==> src/rtl/fft_addr_gen.sv <==
// In-place radix-2 DIT FFT address sequencer: issues butterfly operand/twiddle reads per stage
// and replays the operand addresses as write-backs after the read+butterfly pipeline latency.
module fft_addr_gen #(
    parameter int unsigned LOG2N    = 10,
    parameter int unsigned PIPE_LAT = 5
) (
    input  logic                       clk_i,
    input  logic                       rst_i,
    input  logic                       start_i,
    output logic                       busy_o,
    output logic                       done_o,
    output logic                       rd_en_o,
    output logic [LOG2N-1:0]           rd_addr_p_o,
    output logic [LOG2N-1:0]           rd_addr_q_o,
    output logic [LOG2N-2:0]           tw_addr_o,
    output logic [$clog2(LOG2N)-1:0]   rd_stage_o,
    output logic                       wr_en_o,
    output logic [LOG2N-1:0]           wr_addr_p_o,
    output logic [LOG2N-1:0]           wr_addr_q_o
);

    localparam int SW = $clog2(LOG2N);
    localparam int CW = (PIPE_LAT > 1) ? $clog2(PIPE_LAT) : 1;

    localparam logic [1:0] StIdle   = 2'd0;
    localparam logic [1:0] StRun    = 2'd1;
    localparam logic [1:0] StDrain  = 2'd2;
    localparam logic [1:0] StFinish = 2'd3;

    localparam logic [LOG2N-2:0] KLast    = '1;
    localparam logic [SW-1:0]    SLast    = SW'(LOG2N - 1);
    localparam logic [CW-1:0]    CntLast  = CW'(PIPE_LAT - 1);

    logic [1:0]       state_q, state_d;
    logic [LOG2N-2:0] k_q, k_d;
    logic [SW-1:0]    s_q, s_d;
    logic [CW-1:0]    cnt_q, cnt_d;

    logic             busy_q, done_q, rd_en_q;
    logic [LOG2N-1:0] rd_p_q, rd_q_q;
    logic [LOG2N-2:0] tw_q;
    logic [SW-1:0]    stage_q;

    logic             dl_v_q [PIPE_LAT];
    logic [LOG2N-1:0] dl_p_q [PIPE_LAT];
    logic [LOG2N-1:0] dl_q_q [PIPE_LAT];

    logic [LOG2N-1:0] kk, half, mask, m, p_d, q_d, tw_full;
    logic [SW-1:0]    tw_sh;

    always_comb begin
        state_d = state_q;
        k_d     = k_q;
        s_d     = s_q;
        cnt_d   = cnt_q;
        unique case (state_q)
            StIdle: begin
                if (start_i) begin
                    state_d = StRun;
                    s_d     = '0;
                    k_d     = '0;
                end
            end
            StRun: begin
                if (k_q == KLast) begin
                    state_d = StDrain;
                    cnt_d   = '0;
                end else begin
                    k_d = k_q + 1'b1;
                end
            end
            StDrain: begin
                if (cnt_q == CntLast) begin
                    if (s_q != SLast) begin
                        state_d = StRun;
                        s_d     = s_q + 1'b1;
                        k_d     = '0;
                    end else begin
                        state_d = StFinish;
                    end
                end else begin
                    cnt_d = cnt_q + 1'b1;
                end
            end
            default: state_d = StIdle;
        endcase
    end

    // Addresses are computed for the read issued in the next cycle, so outputs stay registered.
    always_comb begin
        kk      = {1'b0, k_d};
        half    = LOG2N'(1) << s_d;
        mask    = ~({LOG2N{1'b1}} << s_d);
        m       = kk & mask;
        p_d     = (((kk >> s_d) << s_d) << 1) | m;
        q_d     = p_d | half;
        tw_sh   = SLast - s_d;
        tw_full = m << tw_sh;
    end

    always_ff @(posedge clk_i) begin
        if (rst_i) begin
            state_q <= StIdle;
            k_q     <= '0;
            s_q     <= '0;
            cnt_q   <= '0;
            busy_q  <= 1'b0;
            done_q  <= 1'b0;
            rd_en_q <= 1'b0;
            rd_p_q  <= '0;
            rd_q_q  <= '0;
            tw_q    <= '0;
            stage_q <= '0;
        end else begin
            state_q <= state_d;
            k_q     <= k_d;
            s_q     <= s_d;
            cnt_q   <= cnt_d;
            busy_q  <= (state_d == StRun) || (state_d == StDrain);
            done_q  <= (state_d == StFinish);
            rd_en_q <= (state_d == StRun);
            if (state_d == StRun) begin
                rd_p_q  <= p_d;
                rd_q_q  <= q_d;
                tw_q    <= tw_full[LOG2N-2:0];
                stage_q <= s_d;
            end
        end
    end

    // Each stage keeps the address of the last valid entry, so write addresses hold when idle.
    always_ff @(posedge clk_i) begin
        if (rst_i) begin
            for (int i = 0; i < int'(PIPE_LAT); i++) begin
                dl_v_q[i] <= 1'b0;
                dl_p_q[i] <= '0;
                dl_q_q[i] <= '0;
            end
        end else begin
            dl_v_q[0] <= rd_en_q;
            if (rd_en_q) begin
                dl_p_q[0] <= rd_p_q;
                dl_q_q[0] <= rd_q_q;
            end
            for (int i = 1; i < int'(PIPE_LAT); i++) begin
                dl_v_q[i] <= dl_v_q[i-1];
                if (dl_v_q[i-1]) begin
                    dl_p_q[i] <= dl_p_q[i-1];
                    dl_q_q[i] <= dl_q_q[i-1];
                end
            end
        end
    end

    assign busy_o      = busy_q;
    assign done_o      = done_q;
    assign rd_en_o     = rd_en_q;
    assign rd_addr_p_o = rd_p_q;
    assign rd_addr_q_o = rd_q_q;
    assign tw_addr_o   = tw_q;
    assign rd_stage_o  = stage_q;
    assign wr_en_o     = dl_v_q[PIPE_LAT-1];
    assign wr_addr_p_o = dl_p_q[PIPE_LAT-1];
    assign wr_addr_q_o = dl_q_q[PIPE_LAT-1];

endmodule

==> config.mk <==
export PLATFORM = sky130hd
export DESIGN_NAME = fft_addr_gen
export DESIGN_NICKNAME = d
export VERILOG_FILES = /design/src/rtl/fft_addr_gen.sv
export SDC_FILE = /design/constraint.sdc
export NUM_CORES = 1
export LEC_CHECK = 0
export ABC_AREA = 1
export CORE_ASPECT_RATIO = 0.7
export CORE_MARGIN = 2
export CORE_UTILIZATION = 63
export DETAILED_ROUTE_END_ITERATION = 6
export PLACE_DENSITY = 0.89
export SLEW_MARGIN = 20
export SYNTH_ARGS = -nofsm -noshare
export SYNTH_HDL_FRONTEND = slang
export SYNTH_SLANG_ARGS = --single-unit
==> constraint.sdc <==
create_clock -name clk_i -period 8.4 [get_ports clk_i]
set_clock_uncertainty 0.05 [all_clocks]
set_input_delay 1.26 -clock clk_i [delete_from_list [all_inputs] [get_ports clk_i]]
set_output_delay 1.26 -clock clk_i [all_outputs]
set_load 0.01 [all_outputs]
==> summary.md, run 1 <==
| Metric | Value |
|---|---|
| DPL Wire Length | 11.1 mm |
| Distinct cells, synth | 40 |
| Cell Int Power | 1420 uW |
| WL final | 16.6 mm |
| Hold violation count in the final report | 0 |
| Post-CTS Setup Repair Bufs | 0 |
| # setup viols final | 0 |
| H-Tree Depth | 4 |
| Hold buffer count at cts | 0 |
| Mapped Cells | 876 |
| Routed vias | 5815 |
| Die area | 0.0128 sq mm |
| Die span in y | 95.4 um |
| Share of cells above drive strength 1 | 8.50% |
| Initial Util | 64.3% |
| Combinational power share | 8.8% |
| WL/cell | 15.4 um |
| RSZ-0062 raised after global routing | no |
| CTS tree | yes |
| Layout area overhead | 15.3% |
| Worst skew pair latency | 0.43 ns |
| Net Switching | 454 uW |
| Rel. slew slack | 34.1% |
| Worst-path clk slew | 0.06 ns |
| Switching Share | 24.3% |
| Sequential area share after synthesis | 55.7% |
| Critical path type | in2reg |
| Largest area contributor in the netlist | edfxtp_1 |
| Number of port buffers | 59 |
| Reg area | 0.00418 sq mm |
| Mapped Nets | 889 |
| Max-cap violations | 0 |
| Via/cell ratio | 5.41 |
| Fmax achieved | 0.258 GHz |
| Drt first pass iters | 6 |
| FF+latch count, synth | 159 |
| CTS resizes | 0 |
| Syn Area/Cell | 8.58 sq um |
| Slew @ Worst Pin | 0.986 ns |
| Maximum VDD drop | 0.000181 V |
| Sequential power share | 48.6% |
| Residual DRC count | 0 |
| Crit path max fanout | 26 |
| PwrDens | 216 mW/mm^2 |
| Startpoint Class | primary input |
| Initial antenna violation count | 0 |
| WHS | 0.420 ns |
| Outcome | finished clean |
| Synthesized cell area | 0.00751 sq mm |
| Final min period | 3.88 ns |
| Ant. Diodes | 0 |
| I/O Pins | 60 |
| Num CTS Buffers | 17 |
| Number of fill cells | 880 |
| Hold Path Class | reg2reg |
| Fin area | 0.00866 sq mm |
| Die width | 135 um |
| GR Overflow Total | 0 |
| Placed cell areas | 0.00805 sq mm |
| Gr usage total | 27.9% |
| Crit path arrival time | 4.16 ns |
| Largest net degree at the start of global routing | 101 |
| Global-route wire length before repair | 27.3 mm |
| Clk sink count | 159 |
| Vias in the first global route | 5598 |
| Pleak | 0.00366 uW |
| Routability-driven placement congestion ratio | 0.991 |
| Final nets | 919 |
| Antenna-violating nets left | 0 |
| Multi-input gate area | 0.00243 sq mm |
| Core Rows | 33 |
| Core area | 0.0117 sq mm |
| Max-slew violations | 0 |
| Drt initial violations | 540 |
| Setup TNS | 0 ns |
| Top cells by area, synth | edfxtp_1 (40%), dfxtp_1 (16%), inv_1 (7.7%) |
| WP data required | 8.68 ns |
| Post-synth top area share | 40.0% |
| Power share of the clock group | 42.6% |
| Critical Path Sink Type | flip-flop |
| Period utilization | 46.2% |
| Clock Path Buffers | 2 |
| Yosys warns | 0 |
| Root Driver | clkbuf_16 |
[worst paths after layout]
path | slack (ns) | endpoint | from | depth (start not counted)
setup / recovery | 4.52 | rd_addr_p_o[7]$_SDFFE_PP0P_ | start_i | 13
hold / removal | 0.42 | tw_addr_o[3]$_SDFFE_PP0P_ | tw_addr_o[3]$_SDFFE_PP0P_ | 2
setup reg to reg | 4.93 | rd_addr_q_o[2]$_SDFFE_PP0P_ | k_q[0]$_SDFF_PP0_ | 15
hold reg to reg | 0.42 | tw_addr_o[3]$_SDFFE_PP0P_ | tw_addr_o[3]$_SDFFE_PP0P_ | 2
[synth_stat cells]
| master | count |
|---|---|
| a211oi_1 | 4 |
| a21oi_1 | 42 |
| a21oi_2 | 1 |
| a21oi_4 | 1 |
| a22oi_1 | 2 |
| a31o_2 | 1 |
| a31oi_1 | 5 |
| buf_1 | 2 |
| buf_2 | 4 |
| buf_4 | 22 |
| clkbuf_1 | 24 |
| clkinv_1 | 1 |
| clkinv_2 | 1 |
| dfxtp_1 | 59 |
| edfxtp_1 | 100 |
| ha_1 | 10 |
| inv_1 | 155 |
| inv_2 | 8 |
| nand2_1 | 148 |
| nand2_2 | 8 |
| nand2_4 | 1 |
| nand3_1 | 52 |
| nand3_2 | 2 |
| nand3b_1 | 1 |
| nand4_1 | 8 |
| nor2_1 | 144 |
| nor2_2 | 6 |
| nor2_4 | 4 |
| nor3_1 | 4 |
| nor3_2 | 2 |
| nor3b_2 | 1 |
| o211ai_1 | 11 |
| o211ai_2 | 2 |
| o21ai_0 | 20 |
| o21ai_1 | 10 |
| o21ai_2 | 4 |
| o21bai_1 | 2 |
| o21bai_4 | 1 |
| or2_1 | 1 |
| xor2_1 | 2 |
[kinds of logic (layout without fill, tap and decap cells)]
family          after synthesis  after routing  share of synthesized area [%]
xor+xnor                      2              2                          0.233
compound gates              106            106                           8.61
flops                       159            159                           55.7
simple gates                382            382                           21.8
buf+inv                     217            259                           12.0
fa+ha+maj                    10             10                           1.67
[placed cells by master (no fill, tap or decap), drive strengths merged]
master         netlist  layout
a21oi               44      44
ha                  10      10
buf                 28       4
a211oi               4       4
nand2              157     157
nor3b                1       1
bufinv               0       3
dfxtp               59      59
clkdlybuf4s50        0      59
a31o                 1       1
edfxtp             100     100
inv                163     167
nand4                8       8
xor2                 2       2
o211ai              13      13
o21ai               34      34
o21bai               3       3
a31oi                5       5
clkinvlp             0       4
clkbuf              24      17
or2                  1       1
clkinv               2       5
nand3               54      54
a22oi                2       2
nor2               154     154
nor3                 6       6
nand3b               1       1
[layer usage]
metal / track usage [%] / wire (um) / up-vias / part of all wire [%]
met5: 0 / 0 / - / 0
met4: 12.5 / 338 / 0 / 2.0
met3: 6.38 / 1390 / 39 / 8.4
met2: 42.5 / 7470 / 254 / 45
met1: 38.7 / 7350 / 2697 / 44
li1: - / - / 2825 / -
[area by class of cell]
class / count / share of cell area, %
Clock buffer: 17 / 4.91
Clock inverter: 14 / 2.10
Inverter: 165 / 7.17
Multi-Input combinational cell: 500 / 28.1
Sequential cell: 159 / 48.3
Tap cell: 157 / 2.27
Timing Repair Buffer: 63 / 7.17
[worst max-delay path: stages]
cell and delay [ns]:
clkdlybuf4s50_1 0.49, inv_1 0.07, a21oi_2 0.22, nand2_2 0.13, a21oi_4 0.59, nand2_1 0.27
o21ai_1 0.26, nand2_1 0.10, nand3_1 0.10, nand2_1 0.12, o21ai_2 0.19, nand2_1 0.10
a21oi_1 0.26
[stage by stage]
stage | setup slack, ns | utilization (%) | total power [uW] | instances
floorplan | 4.96 | - | 1020 | 876
global placement | 4.22 | 68.9 | 1080 | 1044
detailed placement | 4.27 | 68.9 | 1090 | 1044
CTS | 4.66 | 74.1 | 1880 | 1075
global route | 4.37 | 74.1 | 1930 | 1075
finish | 4.52 | 74.1 | 1870 | 1075
[power groups by stage]
stage                     registers, uW  clock network, uW  logic (uW)
final                               909                797         164
after floorplan                     922                  0         103
after global routing                913                835         184
after global placement              922                  0         157
after detailed placement            925                  0         162
after CTS                           909                804         165
[flip-flops by register name, summed over array words and instances, names as in the netlist]
signal,count
state_q,2
done_o,1
cnt_q,3
s_q,4
k_q,9
rd_en_o,1
dl_v_q,5
rd_stage_o,4
dl_p_q,50
tw_addr_o,9
dl_q_q,50
rd_addr_q_o,10
busy_o,1
rd_addr_p_o,10
Power figures use the tool's default switching activity.
==> run 2, diff against run 1 <==
Settings changed: CORE_UTILIZATION 63 to 58, PLACE_DENSITY 0.89 to 0.84.
Clock period 8.4 ns to 3.91 ns, I/O delays scaled along.
==> run 2 against run 1 <==
The flow now finishes with violations (DRC). Via count is 0.57% lower. Clock power is 100% higher. Setup slack worse by 3.9 ns. Worst hold slack hardly changed. Clock-buffer cell count stayed put. Sequential share of layout area is 0.29 points lower. Highest routed layer unchanged.
==> summary.md, run 2 (same netlist as run 1, synthesis figures left out) <==
| Metric | Value |
|---|---|
| # setup viols final | 0 |
| Clk sink count | 159 |
| RSZ-0062 raised after global routing | no |
| Slew @ Worst Pin | 0.963 ns |
| Fmax achieved | 0.299 GHz |
| Rel. slew slack | 35.7% |
| Hold buffer count at cts | 0 |
| Via/cell ratio | 5.31 |
| Residual DRC count | 6 |
| Initial antenna violation count | 1 |
| Number of port buffers | 59 |
| Pleak | 0.00369 uW |
| Hold Path Class | reg2reg |
| Largest net degree at the start of global routing | 101 |
| Maximum VDD drop | 0.000356 V |
| Die width | 140 um |
| Ant. Diodes | 0 |
| Die area | 0.0139 sq mm |
| Routability-driven placement congestion ratio | 0.991 |
| Top flop regs | dl_p_q: 50 flops, dl_q_q: 50 flops |
| Antenna-violating nets left | 0 |
| DPL Wire Length | 11.4 mm |
| CTS resizes | 0 |
| Commonest cells after routing, fill and taps aside | inv_1 (155), nand2_1 (148), nor2_1 (144), edfxtp_1 (100) |
| Max-cap violations | 0 |
| R2R setup slack | 0.57 ns |
| Outcome | finished, violations left |
| Crit path arrival time | 3.62 ns |
| Max-slew violations | 0 |
| Final Non-Filler Cells | 1088 |
| Routed vias | 5782 |
| Failing checks | DRC |
| Worst skew pair latency | 0.42 ns |
| Final min period | 3.34 ns |
| Root Driver | clkbuf_16 |
| WHS | 0.420 ns |
| Startpoint Class | flip-flop |
| Placed cells | 1056 |
| Gr usage total | 25.7% |
| Final nets | 926 |
| Worst-path clk slew | 0.07 ns |
| Most common cell after layout, fill and taps aside | inv_1 |
| Die span in y | 99.2 um |
| Post-CTS Setup Repair Bufs | 0 |
| Drt first pass iters | 7 |
| Period utilization | 85.4% |
| Vias in the first global route | 5627 |
| Global-route wire length before repair | 27.7 mm |
| Clock Path Buffers | 2 |
| WL final | 17.0 mm |
| Initial Util | 59.9% |
| GR Overflow Total | 0 |
| WP data required | 4.19 ns |
| Core Rows | 34 |
| Layout area overhead | 16.0% |
| WL/cell | 15.6 um |
| Drt initial violations | 496 |
| Critical Path Sink Type | flip-flop |
| PwrDens | 452 mW/mm^2 |
| Core area | 0.0125 sq mm |
| H-Tree Depth | 4 |
| CTS tree | yes |
| Setup TNS | 0 ns |
| I/O Pins | 60 |
| Share of cells above drive strength 1 | 9.40% |
| Num CTS Buffers | 17 |
| Hold violation count in the final report | 0 |
| Critical path type | reg2reg |
| Crit path max fanout | 26 |
run 2: cell types whose count changed in the layout (fill, tap and decap cells not counted), sizes merged:
cell / delta
clkinvlp: -1
clkinv: +1
inv: +4
bufinv: -3
buf: +7
run 2: worst paths after layout:
path,from,to,depth (start not counted)
worst min-delay path,tw_addr_o[5]$_SDFFE_PP0P_,tw_addr_o[5]$_SDFFE_PP0P_,2
worst min register to register,tw_addr_o[5]$_SDFFE_PP0P_,tw_addr_o[5]$_SDFFE_PP0P_,2
worst max register to register,k_q[0]$_SDFF_PP0_,rd_addr_q_o[2]$_SDFFE_PP0P_,14
worst max-delay path,k_q[0]$_SDFF_PP0_,rd_addr_q_o[2]$_SDFFE_PP0P_,14
run 2: area by class of cell:
cell class	count	area [sq um]
well taps	162	203
clock inverters	15	163
flip-flops and latches	159	4180
repair buffers	70	686
fillers	972	3840
clock buffers	17	425
inverters	165	621
multi-input cells	500	2430
run 2: power by group:
part / internal [uW] / leakage, uW / switching [uW]
Sequential: 1900 / 0.00153 / 45.1
Clock: 856 / 0.000279 / 773
Combinational: 130 / 0.00189 / 232
Total: 2890 / 0.00369 / 1050
run 2: metrics by stage:
| stage | worst slack (ns) | utilization, % | area [sq um] | power (uW) |
|---|---|---|---|---|
| global route | 0.332 | 69.4 | 8710 | 4070 |
| CTS | 0.652 | 69.4 | 8710 | 3960 |
| finish | 0.571 | 69.4 | 8710 | 3940 |
| global placement | 0.531 | 64.7 | 8120 | 2330 |
| floorplan | 1.07 | - | 7510 | 2200 |
| detailed placement | 0.495 | 64.7 | 8120 | 2340 |
run 2: layer usage:
layer  part of all wire (%)  vias to the layer above  global-route usage [%]
li1                       -                     2832                       -
met1                     47                     2703                    36.1
met2                     45                      224                    40.4
met3                    6.8                       23                    5.73
met4                    1.4                        0                    8.00
met5                      0                        -                       0
run 2: worst max-delay path, stage by stage, from the launching register on:
cell and delay [ns]:
dfxtp_1 0.34, ha_1 0.21, nand2_1 0.10, nor2_2 0.08, nand3_1 0.19, nand2_1 0.12
inv_2 0.16, a21oi_1 0.09, nand2_1 0.15, ha_1 0.20, clkinv_1 0.67, nor2_1 0.50
o211ai_1 0.21, nand2_1 0.11, inv_1 0.05
